`config.mk`:
```
export PLATFORM = sky130hd
export DESIGN_NAME = window_gen
export DESIGN_NICKNAME = d
export VERILOG_FILES = /design/src/rtl/filter_pkg.sv /design/src/rtl/line_buffer.sv /design/src/rtl/window_gen.sv
export SDC_FILE = /design/constraint.sdc
export NUM_CORES = 1
export LEC_CHECK = 0
export CORE_MARGIN = 2
export CORE_UTILIZATION = 34
export DETAILED_ROUTE_END_ITERATION = 6
export GPL_TIMING_DRIVEN = 0
export HOLD_SLACK_MARGIN = 0.08
export PLACE_DENSITY_LB_ADDON = 0.05
export SYNTH_ARGS = -nofsm -noshare
export SYNTH_HDL_FRONTEND = slang
export SYNTH_SLANG_ARGS = --single-unit
```
`constraint.sdc`:
```
create_clock -name i_clk -period 3.25 [get_ports i_clk]
set_clock_uncertainty 0.05 [all_clocks]
set_input_delay 0.325 -clock i_clk [delete_from_list [all_inputs] [get_ports i_clk]]
set_output_delay 0.325 -clock i_clk [all_outputs]
set_load 0.005 [all_outputs]
```
`src/rtl/filter_pkg.sv`:
```
// filter_pkg: types and defaults shared by the window generator and the kernel
// filters that consume its 3x3 windows.
package filter_pkg;

  localparam int DATA_SIZE_DEF   = 8;
  localparam int KERNEL_SIZE_DEF = 3;

  typedef enum logic [1:0] {
    S_IDLE,
    S_FILL,
    S_RUN,
    S_DONE
  } wg_state_e;

  // Window as seen by the kernel: [row][col][bit], row 0 = top, col 0 = left.
  typedef logic [KERNEL_SIZE_DEF-1:0][KERNEL_SIZE_DEF-1:0][DATA_SIZE_DEF-1:0] window_t;

endpackage

```
`src/rtl/line_buffer.sv`:
```
// line_buffer: one image row. On a write the old entry at the same address is
// visible on rdata_o in that cycle, so it can be passed down the chain.
module line_buffer #(
  parameter int DEPTH = 8,
  parameter int WIDTH = 8,
  parameter int AW    = $clog2(DEPTH)
) (
  input  logic             clk_i,
  input  logic             we_i,
  input  logic [AW-1:0]    addr_i,
  input  logic [WIDTH-1:0] wdata_i,
  output logic [WIDTH-1:0] rdata_o
);
  logic [WIDTH-1:0] mem_q [DEPTH];

  assign rdata_o = mem_q[addr_i];

  // Row storage; contents are never cleared, stale rows are never read.
  always_ff @(posedge clk_i) begin
    if (we_i) mem_q[addr_i] <= wdata_i;
  end
endmodule

```
`src/rtl/window_gen.sv`:
```
// window_gen: turns a raster pixel stream into 3x3 sliding windows.
// Optional: define WINDOW_GEN_FRAME_CNT_EN to add the 16-bit o_frame_cnt output.
module window_gen
  import filter_pkg::*;
#(
  parameter int DATA_SIZE   = DATA_SIZE_DEF,
  parameter int KERNEL_SIZE = KERNEL_SIZE_DEF,
  parameter int IMG_WIDTH   = 8,
  parameter int IMG_HEIGHT  = 256
) (
  input  logic                                                  i_clk,
  input  logic                                                  i_rst,
  input  logic                                                  i_valid,
  input  logic [DATA_SIZE-1:0]                                  i_data,
  output logic                                                  o_ready,
  output logic                                                  o_valid,
  output logic [KERNEL_SIZE-1:0][KERNEL_SIZE-1:0][DATA_SIZE-1:0] o_data,
  output logic                                                  o_eof
`ifdef WINDOW_GEN_FRAME_CNT_EN
  ,
  output logic [15:0]                                           o_frame_cnt
`endif
);
  localparam int CW  = $clog2(IMG_WIDTH);
  localparam int RW  = $clog2(IMG_HEIGHT);
  localparam int NLB = KERNEL_SIZE - 1;

  typedef logic [KERNEL_SIZE-1:0][KERNEL_SIZE-1:0][DATA_SIZE-1:0] win_t;

  wg_state_e                                        state_q, state_d;
  logic [CW-1:0]                                    col_q, col_d;
  logic [RW-1:0]                                    row_q, row_d;
  logic                                             ready_q, valid_q, eof_q;
  win_t                                             data_q, win_d;
  logic [KERNEL_SIZE-1:0][NLB-1:0][DATA_SIZE-1:0]   sr_q;     // two most recent columns
  logic [NLB-1:0][DATA_SIZE-1:0]                    lb_rdata; // [0] = row y-1, [1] = row y-2
  logic [KERNEL_SIZE-1:0][DATA_SIZE-1:0]            col_new;  // incoming column, top first
  logic                                             accept, last_px, fill_end, emit;

  assign accept   = i_valid & ready_q;
  assign last_px  = (row_q == RW'(IMG_HEIGHT-1)) && (col_q == CW'(IMG_WIDTH-1));
  assign fill_end = (row_q == RW'(2)) && (col_q == CW'(2));
  assign emit     = accept && (row_q >= RW'(2)) && (col_q >= CW'(2));

  // Line buffer chain: the pixel enters buffer 0, the displaced row y-1 pixel
  // moves into buffer 1 and becomes row y-2 for the next row.
  for (genvar i = 0; i < NLB; i++) begin : g_lb
    logic [DATA_SIZE-1:0] wdata;
    if (i == 0) begin : g_head
      assign wdata = i_data;
    end else begin : g_chain
      assign wdata = lb_rdata[i-1];
    end
    line_buffer #(.DEPTH(IMG_WIDTH), .WIDTH(DATA_SIZE), .AW(CW)) u_lb (
      .clk_i   (i_clk),
      .we_i    (accept),
      .addr_i  (col_q),
      .wdata_i (wdata),
      .rdata_o (lb_rdata[i])
    );
  end

  assign col_new[NLB] = i_data;
  for (genvar i = 0; i < NLB; i++) begin : g_col
    assign col_new[i] = lb_rdata[NLB-1-i];
  end

  // Window after this pixel: stored columns on the left, new column on the right.
  always_comb begin
    win_d = '0;
    for (int r = 0; r < KERNEL_SIZE; r++) begin
      for (int c = 0; c < NLB; c++) win_d[r][c] = sr_q[r][c];
      win_d[r][NLB] = col_new[r];
    end
  end

  // Frame FSM next state.
  always_comb begin
    state_d = state_q;
    unique case (state_q)
      S_IDLE: if (accept) state_d = S_FILL;
      S_FILL: begin
        if (accept && last_px)       state_d = S_DONE;
        else if (accept && fill_end) state_d = S_RUN;
      end
      S_RUN:  if (accept && last_px) state_d = S_DONE;
      S_DONE: state_d = S_IDLE;
      default: state_d = S_IDLE;
    endcase
  end

  // Raster position of the next pixel; cleared when the frame completes.
  always_comb begin
    col_d = col_q;
    row_d = row_q;
    if (accept) begin
      if (state_d == S_DONE) begin
        col_d = '0;
        row_d = '0;
      end else if (col_q == CW'(IMG_WIDTH-1)) begin
        col_d = '0;
        row_d = row_q + 1'b1;
      end else begin
        col_d = col_q + 1'b1;
      end
    end
  end

  // Control and output registers.
  always_ff @(posedge i_clk) begin
    if (i_rst) begin
      state_q <= S_IDLE;
      col_q   <= '0;
      row_q   <= '0;
      ready_q <= 1'b0;
      valid_q <= 1'b0;
      eof_q   <= 1'b0;
      data_q  <= '0;
    end else begin
      state_q <= state_d;
      col_q   <= col_d;
      row_q   <= row_d;
      ready_q <= (state_d != S_DONE);
      valid_q <= emit;
      eof_q   <= emit && last_px;
      if (emit) data_q <= win_d;
    end
  end

  // Column shift register; only read once two fresh columns of the row exist.
  always_ff @(posedge i_clk) begin
    if (accept) begin
      for (int r = 0; r < KERNEL_SIZE; r++)
        for (int c = 0; c < NLB; c++) sr_q[r][c] <= win_d[r][c+1];
    end
  end

  assign o_ready = ready_q;
  assign o_valid = valid_q;
  assign o_eof   = eof_q;
  assign o_data  = data_q;

`ifdef WINDOW_GEN_FRAME_CNT_EN
  logic [15:0] frame_cnt_q;

  // Completed frames, bumped in the DONE cycle, wraps naturally.
  always_ff @(posedge i_clk) begin
    if (i_rst)                  frame_cnt_q <= '0;
    else if (state_q == S_DONE) frame_cnt_q <= frame_cnt_q + 16'd1;
  end

  assign o_frame_cnt = frame_cnt_q;
`endif
endmodule

```
==> results of run 1 <==
[worst max-delay path: stages, from the launching register on]
cell     delay [ns]
dfxtp_1        0.41
nand2_1        0.22
inv_2          0.40
buf_12         0.28
nand2_1        0.22
nor2_2         0.65
buf_8          0.23
[area by class of cell]
| class | instances | area (um2) | share of cell area |
|---|---|---|---|
| inverters | 4 | 15.0 | 0.00125 |
| clock buffers | 45 | 856 | 0.0711 |
| repair buffers | 95 | 998 | 0.0830 |
| clock inverters | 8 | 63.8 | 0.00530 |
| diodes | 1 | 2.50 | 0.000208 |
| well taps | 378 | 473 | 0.0393 |
| flip-flops and latches | 267 | 7110 | 0.591 |
| plain buffers | 33 | 138 | 0.0114 |
| multi-input cells | 350 | 2380 | 0.198 |
[synth_stat cells, types with 2 or more instances]
master	n
xor2_1	3
a21oi_1	60
nand3_1	6
buf_2	11
o21ai_0	18
dfxtp_1	91
or3_1	2
and3_1	2
clkbuf_1	21
edfxtp_1	176
ha_1	5
nor4_1	4
nand2b_1	2
mux2_2	16
nor2_1	47
nor3_1	10
mux4_2	32
inv_1	4
a32oi_1	2
nand4_1	4
nand2_1	122
[worst paths after layout]
path,from,depth (start not counted),slack [ns],endpoint
worst max-delay path,o_ready$_SDFF_PP0_,6,0.49,g_lb[1].u_lb.mem_q[7][5]$_DFFE_PP_
worst min-delay path,sr_q[30]$_DFFE_PP_,0,0.40,sr_q[22]$_DFFE_PP_
worst max register to register,o_ready$_SDFF_PP0_,6,0.49,g_lb[1].u_lb.mem_q[7][5]$_DFFE_PP_
worst min register to register,sr_q[30]$_DFFE_PP_,0,0.40,sr_q[22]$_DFFE_PP_
[sequential cells by signal, indices dropped and copies added, names as in the netlist, named ones only]
name             flops
state_q              2
col_q                3
o_ready              1
sr_q                48
g_lb.u_lb.mem_q    128
o_eof                1
row_q                8
o_valid              1
o_data              72
[stage by stage]
stage               hold WS, ns  setup WS [ns]   util  power, mW
floorplan                 0.374          0.169      -       3.90
global placement          0.387          -1.79  0.394       4.02
detailed placement        0.387        -0.0177  0.400       4.03
CTS                       0.399          0.453  0.433       7.18
global route              0.414          0.306  0.433       7.33
finish                    0.401          0.487  0.433       7.10
[metal layers]
metal | up-vias | global-route usage | part of all wire
met1 | 2830 | 0.219 | 0.48
met2 | 100 | 0.243 | 0.46
li1 | 2657 | - | -
met3 | 43 | 0.0240 | 0.034
met5 | - | 0 | 0
met4 | 0 | 0.0460 | 0.026
[where the power goes]
group	internal [mW]	switching, mW
registers	3.69	0.0236
clock network	1.87	1.27
logic	0.0842	0.158
[layout by cell type, fill, tap and decap left out, drive strengths merged]
master	netlist	layout
nor4	4	4
xor2	3	3
or4	1	1
nand2b	2	2
a211o	1	1
edfxtp	176	176
and3	3	3
or3	2	2
bufinv	0	1
or2	1	1
nor3	10	10
mux2i	1	1
nand4	4	4
a32oi	2	2
o21ai	18	18
nand3	6	6
a2111o	1	1
xnor2	1	1
a21oi	61	61
clkdlybuf4s50	0	85
diode	0	1
mux4	32	32
nor2	47	47
nand2	122	122
nor2b	1	1
buf	12	22
clkinv	0	7
nand3b	1	1
inv	4	4
a211oi	2	2
clkbuf	21	66
o311ai	1	1
dfxtp	91	91
o41ai	1	1
o31ai	1	1
ha	5	5
mux2	16	16
[cell families after synthesis]
group,count (synthesis)
and+or+nand+nor,204
adders and majority gates,5
AOI/OAI and AO/OA,88
xor gates and xnor gates,4
buffers and inverters,37
muxes,49
DFF,267
==> metrics.cfg, run 1 <==
[floorplanning]
placeableCoreArea_mm2=0.0278
die_x_um=172
dieArea_mm2=0.0296
initial_core_util=0.346
die_y_um=172
rows=61
num_io_pins=86

[detailed_routing]
drt_pre_antenna_iters=5
vias=5630
via_per_inst=4.77
antenna_left=0
drc=0
wl_per_cell_um=18.9
drt_wl_total_um=22400
drt_iter0_markers=350

[worst_setup_path]
critPathMaxFanout=35
path_class=reg -> reg
worstSetupStartpointType=register
cp.arrival_ns=2.96
crit_required_ns=3.45
critPathCaptureType=register

[clock_tree]
clkLatencyLatePin_ns=0.54
h-tree-depth=1
cts_hold_buffers=0
post_cts_resized=0
clock-sinks=267
cts_max_path_buffers=3
clockRootBuffer=clkbuf_16
cts_setup_buffers=0
cts_buffers=29
cts_tree=yes
path_clk_slew_ns=0.06

[timing]
setup_tns_ns=0
layout_min_cycle_time_ns=2.76
maxSlewHeadroom=0.434
drv_slew=0
final-hold-violation-count=0
finalCritPeriodShare=0.850
fmax_mhz=362
rsz0062_at_grt=no
setup_viol=0
tightest_slew_ns=0.849

[synth]
muxShareOfSynthArea=0.0948
synth_edf_count=176
yosys.area.top_type_share=0.550
synth_seq_cells=267
syn_area_mm2=0.00961
yosys.area.top_type=edfxtp_1
synth_ff_type=edfxtp_1
synth_top_family_by_area=multiplexers
synthSimpleGateAreaFrac=0.0875
synth_nets=670
synth-compound-area-share=0.0521
syn_inst=654
yosysWarnings=0
ys_seq_area_frac=0.740
synthDistinctLibCells=37
synth_xor_area_frac=0.00365
synth_area_leaders=edfxtp_1, dfxtp_1, mux4_2, nand2_1, a21oi_1
synthAdderAreaFrac=0.00651
async_flop_share=0
syn_area_per_cell_um2=14.7

[global_route]
grt_usage=0.153
antenna_found_initial=0
grt_pass1_vias=5700
grt_max_degree=36
overflow=0
grt_pass1_wl_um=33800

[place]
dp_cells=1127
postPlaceCellArea_mm2=0.0111
port_buffers=85
dp_hpwl_um=14900
gp_congestion=0.782

[final_layout]
finalNonFillerCells=1181
drive_above_1_share=0.158
fin_nets=796
final_area_mm2=0.0120
n_fill_cell=2549
area_growth_pct=25.2

[pwr]
leakagePower_nw=3.85
ir_drop_v=0.000392
powerDensity_mw_per_mm2=590

[worst_hold_path]
hp-class=reg -> reg

[outcome]
status=complete, no violations

[flow_run]
maxCapViolations=0

Power figures use the tool's default switching activity.
==> run 2: changes to the inputs <==
--- a/config.mk
+++ b/config.mk
@@ -6,7 +6,7 @@
 export NUM_CORES = 1
 export LEC_CHECK = 0
 export CORE_MARGIN = 2
-export CORE_UTILIZATION = 34
+export CORE_UTILIZATION = 51
 export DETAILED_ROUTE_END_ITERATION = 6
 export GPL_TIMING_DRIVEN = 0
 export HOLD_SLACK_MARGIN = 0.08
==> run 2 against run 1 <==
First-iteration DRC count up 14%. Critical endpoint is now g_lb[0].u_lb.mem_q[7][7]$_DFFE_PP_. Non-clock buffer count unchanged. Setup slack better by 0.16 ns. Combinational power down 3%. Critical path depth unchanged. Hold slack worse by 0.0015 ns. Sequential share of layout area up 1.3 points. Register-to-register slack better by 0.16 ns.
==> metrics.cfg, run 2 (synthesized netlist as in run 1, its figures left out) <==
[worst_hold_path]
min_from=sr_q[8]$_DFFE_PP_
hp-class=reg -> reg
hold_depth=0
holdPathEnd=sr_q[0]$_DFFE_PP_

[final_layout]
final_area_mm2=0.0118
area_growth_pct=22.5
final_common_cell=edfxtp_1
top_register=g_lb.u_lb.mem_q
diodes=0
most-common-layout-cells=edfxtp_1, nand2_1, dfxtp_1, clkdlybuf4s50_1, a21oi_1
drive_above_1_share=0.152
fin_nets=794
n_fill_cell=1407
multi_input_area_mm2=0.00238
largest_reg_flops=128
finish.utilization=0.633
seqCellArea_mm2=0.00711
finalNonFillerCells=1032

[detailed_routing]
antenna_left=0
drt_iter0_markers=399
via_per_inst=5.50
topRoutingLayerUsed=met4
drt_wl_total_um=20500
wl_met1_um=9080
routed-wl-met2_um=9890
drc=0
wl_per_cell_um=19.9
vias=5679
drt_pre_antenna_iters=5
dr_wl_met3_um=1180

[timing]
finalCritPeriodShare=0.802
setup_viol=0
layout_min_cycle_time_ns=2.61
setup_ws_ns=0.645
fmax_mhz=384
final-hold-violation-count=0
rsz0062_at_grt=no
drv_slew=0
maxSlewHeadroom=0.442
hold_ws_ns=0.399
tightest_slew_ns=0.836
setup_tns_ns=0

[worst_setup_path]
reg2reg_to=g_lb[0].u_lb.mem_q[7][7]$_DFFE_PP_
r2r_slack_ns=0.64
worstSetupStartpointType=register
cp.arrival_ns=2.78
worstPathCellList=nand2_1 -> inv_2 -> buf_12 -> nand2_1 -> nor2_2 -> buf_8
max_stage_delay_ns=0.50
critPathCaptureType=register
r2r-start=o_ready$_SDFF_PP0_
r2r_cells=6
crit_required_ns=3.43
crit_path_top_delay_cell=nor2_2
critPathMaxFanout=36
cpMostUsedCell=nand2_1
path_class=reg -> reg

[clock_tree]
cts_setup_buffers=0
cts_max_path_buffers=3
post_cts_resized=0
clockRootBuffer=clkbuf_16
cts_buffers=27
path_clk_slew_ns=0.06
cts_hold_buffers=0
h-tree-depth=1
cts_tree=yes
clkLatencyLatePin_ns=0.52
clock-sinks=267

[flow_run]
maxCapViolations=0

[place]
gp_congestion=0.788
dp_cells=983
dp_hpwl_um=13700
pre_cts_slack_ns=0.223
port_buffers=85
postPlaceCellArea_mm2=0.0109

[global_route]
grt_max_degree=37
grt_pass1_vias=5713
grt_usage=0.209
grt_pass1_wl_um=32000
antenna_found_initial=0
overflow=0

[floorplanning]
num_io_pins=86
die_y_um=141
placeableCoreArea_mm2=0.0186
dieArea_mm2=0.0200
rows=50
initial_core_util=0.517
die_x_um=141

[pwr]
ir_drop_v=0.000424
leakagePower_nw=3.81
powerDensity_mw_per_mm2=584
finalPower_mw=6.88

[outcome]
status=complete, no violations

==> run 2: changes by cell type in the layout (fill, tap and decap cells not counted), sizes merged <==
cell    change
clkinv      +3
diode       -1
clkbuf      -8
bufinv      +1
==> run 2: area by class of cell <==
| class | count | share of cell area |
|---|---|---|
| flip-flops and latches | 267 | 0.604 |
| well taps | 234 | 0.0249 |
| inverters | 4 | 0.00128 |
| clock inverters | 12 | 0.00893 |
| multi-input cells | 350 | 0.202 |
| repair buffers | 95 | 0.0848 |
| clock buffers | 37 | 0.0623 |
| plain buffers | 33 | 0.0117 |
==> run 2: worst max path at each step <==
stage | start | to | slack [ns] | depth (start not counted)
4_1_cts | o_ready$_SDFF_PP0_ | g_lb[0].u_lb.mem_q[4][0]$_DFFE_PP_ | 0.64 | 6
6_report | o_ready$_SDFF_PP0_ | g_lb[0].u_lb.mem_q[7][7]$_DFFE_PP_ | 0.64 | 6
5_1_grt | o_ready$_SDFF_PP0_ | g_lb[0].u_lb.mem_q[4][0]$_DFFE_PP_ | 0.51 | 6
3_3_place_gp | i_valid | g_lb[0].u_lb.mem_q[6][0]$_DFFE_PP_ | -1.59 | 5
2_1_floorplan | o_ready$_SDFF_PP0_ | g_lb[0].u_lb.mem_q[5][0]$_DFFE_PP_ | 0.17 | 4
3_5_place_dp | i_valid | g_lb[0].u_lb.mem_q[6][7]$_DFFE_PP_ | 0.22 | 7
==> run 2: per-layer routing <==
layer / global-route usage / up-vias
li1: - / 2650
met1: 0.297 / 2832
met2: 0.345 / 165
met3: 0.0324 / 32
met4: 0.0547 / 0
met5: 0 / -
==> run 2: power breakdown <==
group	switching, mW	internal, mW	total, mW
clock	1.21	1.73	2.93
sequential	0.0233	3.69	3.71
combinational	0.150	0.0841	0.234
total	1.38	5.50	6.88
==> run 2: critical path: cells and delay by family (launching register included) <==
kind,cells,cell delay (ns)
AND/OR/NAND/NOR,3,0.95
buffers and inverters,3,0.89
flip-flops,1,0.41
==> run 3: changes to the inputs <==
==> constraint.sdc (replaced) <==
create_clock -name i_clk -period 2.1 [get_ports i_clk]
set_clock_uncertainty 0.05 [all_clocks]
set_input_delay 0.21 -clock i_clk [delete_from_list [all_inputs] [get_ports i_clk]]
set_output_delay 0.21 -clock i_clk [all_outputs]
set_load 0.005 [all_outputs]
==> run 3 against run 2 <==
Clock power is 49% higher. Routed wire length decreased by 2.4%. Maximum frequency rose by 27%. Global-route usage is 0.80 points lower. Sequential power increased by 55%. Die area unchanged. Hold slack better by 0.0024 ns. Critical path depth decreased by 3. Largest cell class unchanged. Largest power group unchanged.
==> metrics.cfg, run 3 (synthesized netlist as in run 1, its figures left out) <==
[global_route]
grt_max_degree=27
grt_pass1_wl_um=30700
overflow=0
grt_pass1_vias=5476
grt_usage=0.201
antenna_found_initial=0

[final_layout]
fin_nets=799
top_register=g_lb.u_lb.mem_q
finalNonFillerCells=1037
area_growth_pct=24.3
drive_above_1_share=0.186
largest_reg_flops=128
finish.utilization=0.643
diodes=0
final_common_cell=edfxtp_1
most-common-layout-cells=edfxtp_1, nand2_1, dfxtp_1, clkdlybuf4s50_1, a21oi_1
n_fill_cell=1390

[worst_setup_path]
r2r_slack_ns=0.04
worstSetupStartpointType=register
critPathMaxFanout=9
reg2reg_to=g_lb[0].u_lb.mem_q[1][1]$_DFFE_PP_
r2r-start=col_q[2]$_SDFFE_PP0P_
cp.arrival_ns=2.24
r2r_cells=3
path_class=reg -> reg
crit_required_ns=2.28
critPathCaptureType=register

[detailed_routing]
wl_per_cell_um=19.3
drt_wl_total_um=20100
drt_pre_antenna_iters=4
drc=0
via_per_inst=5.44
vias=5644
drt_iter0_markers=439
antenna_left=0

[pwr]
finalPower_mw=10.5
powerDensity_mw_per_mm2=877
leakagePower_nw=3.91
ir_drop_v=0.000751

[clock_tree]
cts_hold_buffers=0
cts_tree=yes
clkLatencyLatePin_ns=0.52
clockRootBuffer=clkbuf_16
cts_max_path_buffers=3
cts_buffers=27
clock-sinks=267
path_clk_slew_ns=0.06
h-tree-depth=1

[floorplanning]
dieArea_mm2=0.0200
die_y_um=141
die_x_um=141
num_io_pins=86
placeableCoreArea_mm2=0.0186
rows=50
initial_core_util=0.517

[place]
dp_hpwl_um=13000
gp_congestion=0.829
dp_cells=977
port_buffers=85

[worst_hold_path]
min_from=o_data[70]$_SDFFE_PP0P_
holdPathEnd=o_data[70]$_SDFFE_PP0P_
hold_depth=2
hp-class=reg -> reg

[timing]
maxSlewHeadroom=0.586
fmax_mhz=486
setup_tns_ns=0
finalCritPeriodShare=0.980
hold_ws_ns=0.401
tightest_slew_ns=0.621
drv_slew=0
rsz0062_at_grt=yes
final-hold-violation-count=0
layout_min_cycle_time_ns=2.06
setup_viol=0

[outcome]
status=complete, no violations

[flow_run]
maxCapViolations=0

[run 3: cell types whose count changed in the layout (fill, tap and decap cells not counted), sizes merged]
cell	previous run	this run
buf	22	25
bufinv	2	0
clkbuf	58	61
clkinv	10	9
clkinvlp	0	2
[run 3: layout make-up]
| class | instances | area, um2 | share of cell area |
|---|---|---|---|
| repair buffers | 99 | 1040 | 0.0867 |
| clock inverters | 10 | 48.8 | 0.00409 |
| inverters | 4 | 18.8 | 0.00157 |
| multi-input cells | 350 | 2480 | 0.207 |
| repair inverters | 1 | 7.51 | 0.000629 |
| well taps | 234 | 293 | 0.0245 |
| plain buffers | 33 | 185 | 0.0155 |
| flip-flops and latches | 267 | 7120 | 0.596 |
| clock buffers | 39 | 761 | 0.0637 |
[run 3: repair_timing]
action	4_1_cts	5_1_grt
cloned	1	0
endpoints found under the setup margin	221	151
buffers inserted	4	6
pin swaps	5	3
gates resized for setup	19	24
[run 3: worst max-delay path by stage]
stage | start | to | slack [ns] | depth (start not counted)
2_1_floorplan | o_ready$_SDFF_PP0_ | g_lb[0].u_lb.mem_q[4][0]$_DFFE_PP_ | -0.06 | 4
3_3_place_gp | i_valid | g_lb[1].u_lb.mem_q[4][4]$_DFFE_PP_ | -1.14 | 5
3_5_place_dp | i_valid | g_lb[0].u_lb.mem_q[4][3]$_DFFE_PP_ | -1.20 | 5
4_1_cts | o_ready$_SDFF_PP0_ | g_lb[0].u_lb.mem_q[5][0]$_DFFE_PP_ | -0.002 | 4
5_1_grt | col_q[2]$_SDFFE_PP0P_ | g_lb[0].u_lb.mem_q[1][3]$_DFFE_PP_ | -0.01 | 3
6_report | col_q[2]$_SDFFE_PP0P_ | g_lb[0].u_lb.mem_q[1][1]$_DFFE_PP_ | 0.04 | 3
[run 3: worst max-delay path: stages, from the launching register on]
cell and delay (ns):
dfxtp_1 0.38, nand3b_1 0.47, nor2_2 0.63, buf_8 0.23
[run 3: routing by layer]
metal  global-route usage  part of all wire  vias up
met2                0.327              0.48      130
met5                    0                 0        -
li1                     -                 -     2662
met3               0.0317             0.039       28
met1                0.289              0.46     2824
met4               0.0542             0.020        0
[run 3: through the flow]
stage          area, um2  worst slack, ns
2_1_floorplan       9670          -0.0613
3_3_place_gp       10800            -1.14
3_5_place_dp       10900            -1.20
4_1_cts            11800         -0.00200
5_1_grt            11900          -0.0142
6_report           11900           0.0411
[run 3: where the power goes]
part / switching, mW / leakage [nW] / internal, mW
Sequential: 0.0383 / 2.34 / 5.70
Clock: 1.85 / 0.406 / 2.50
Combinational: 0.238 / 1.16 / 0.140
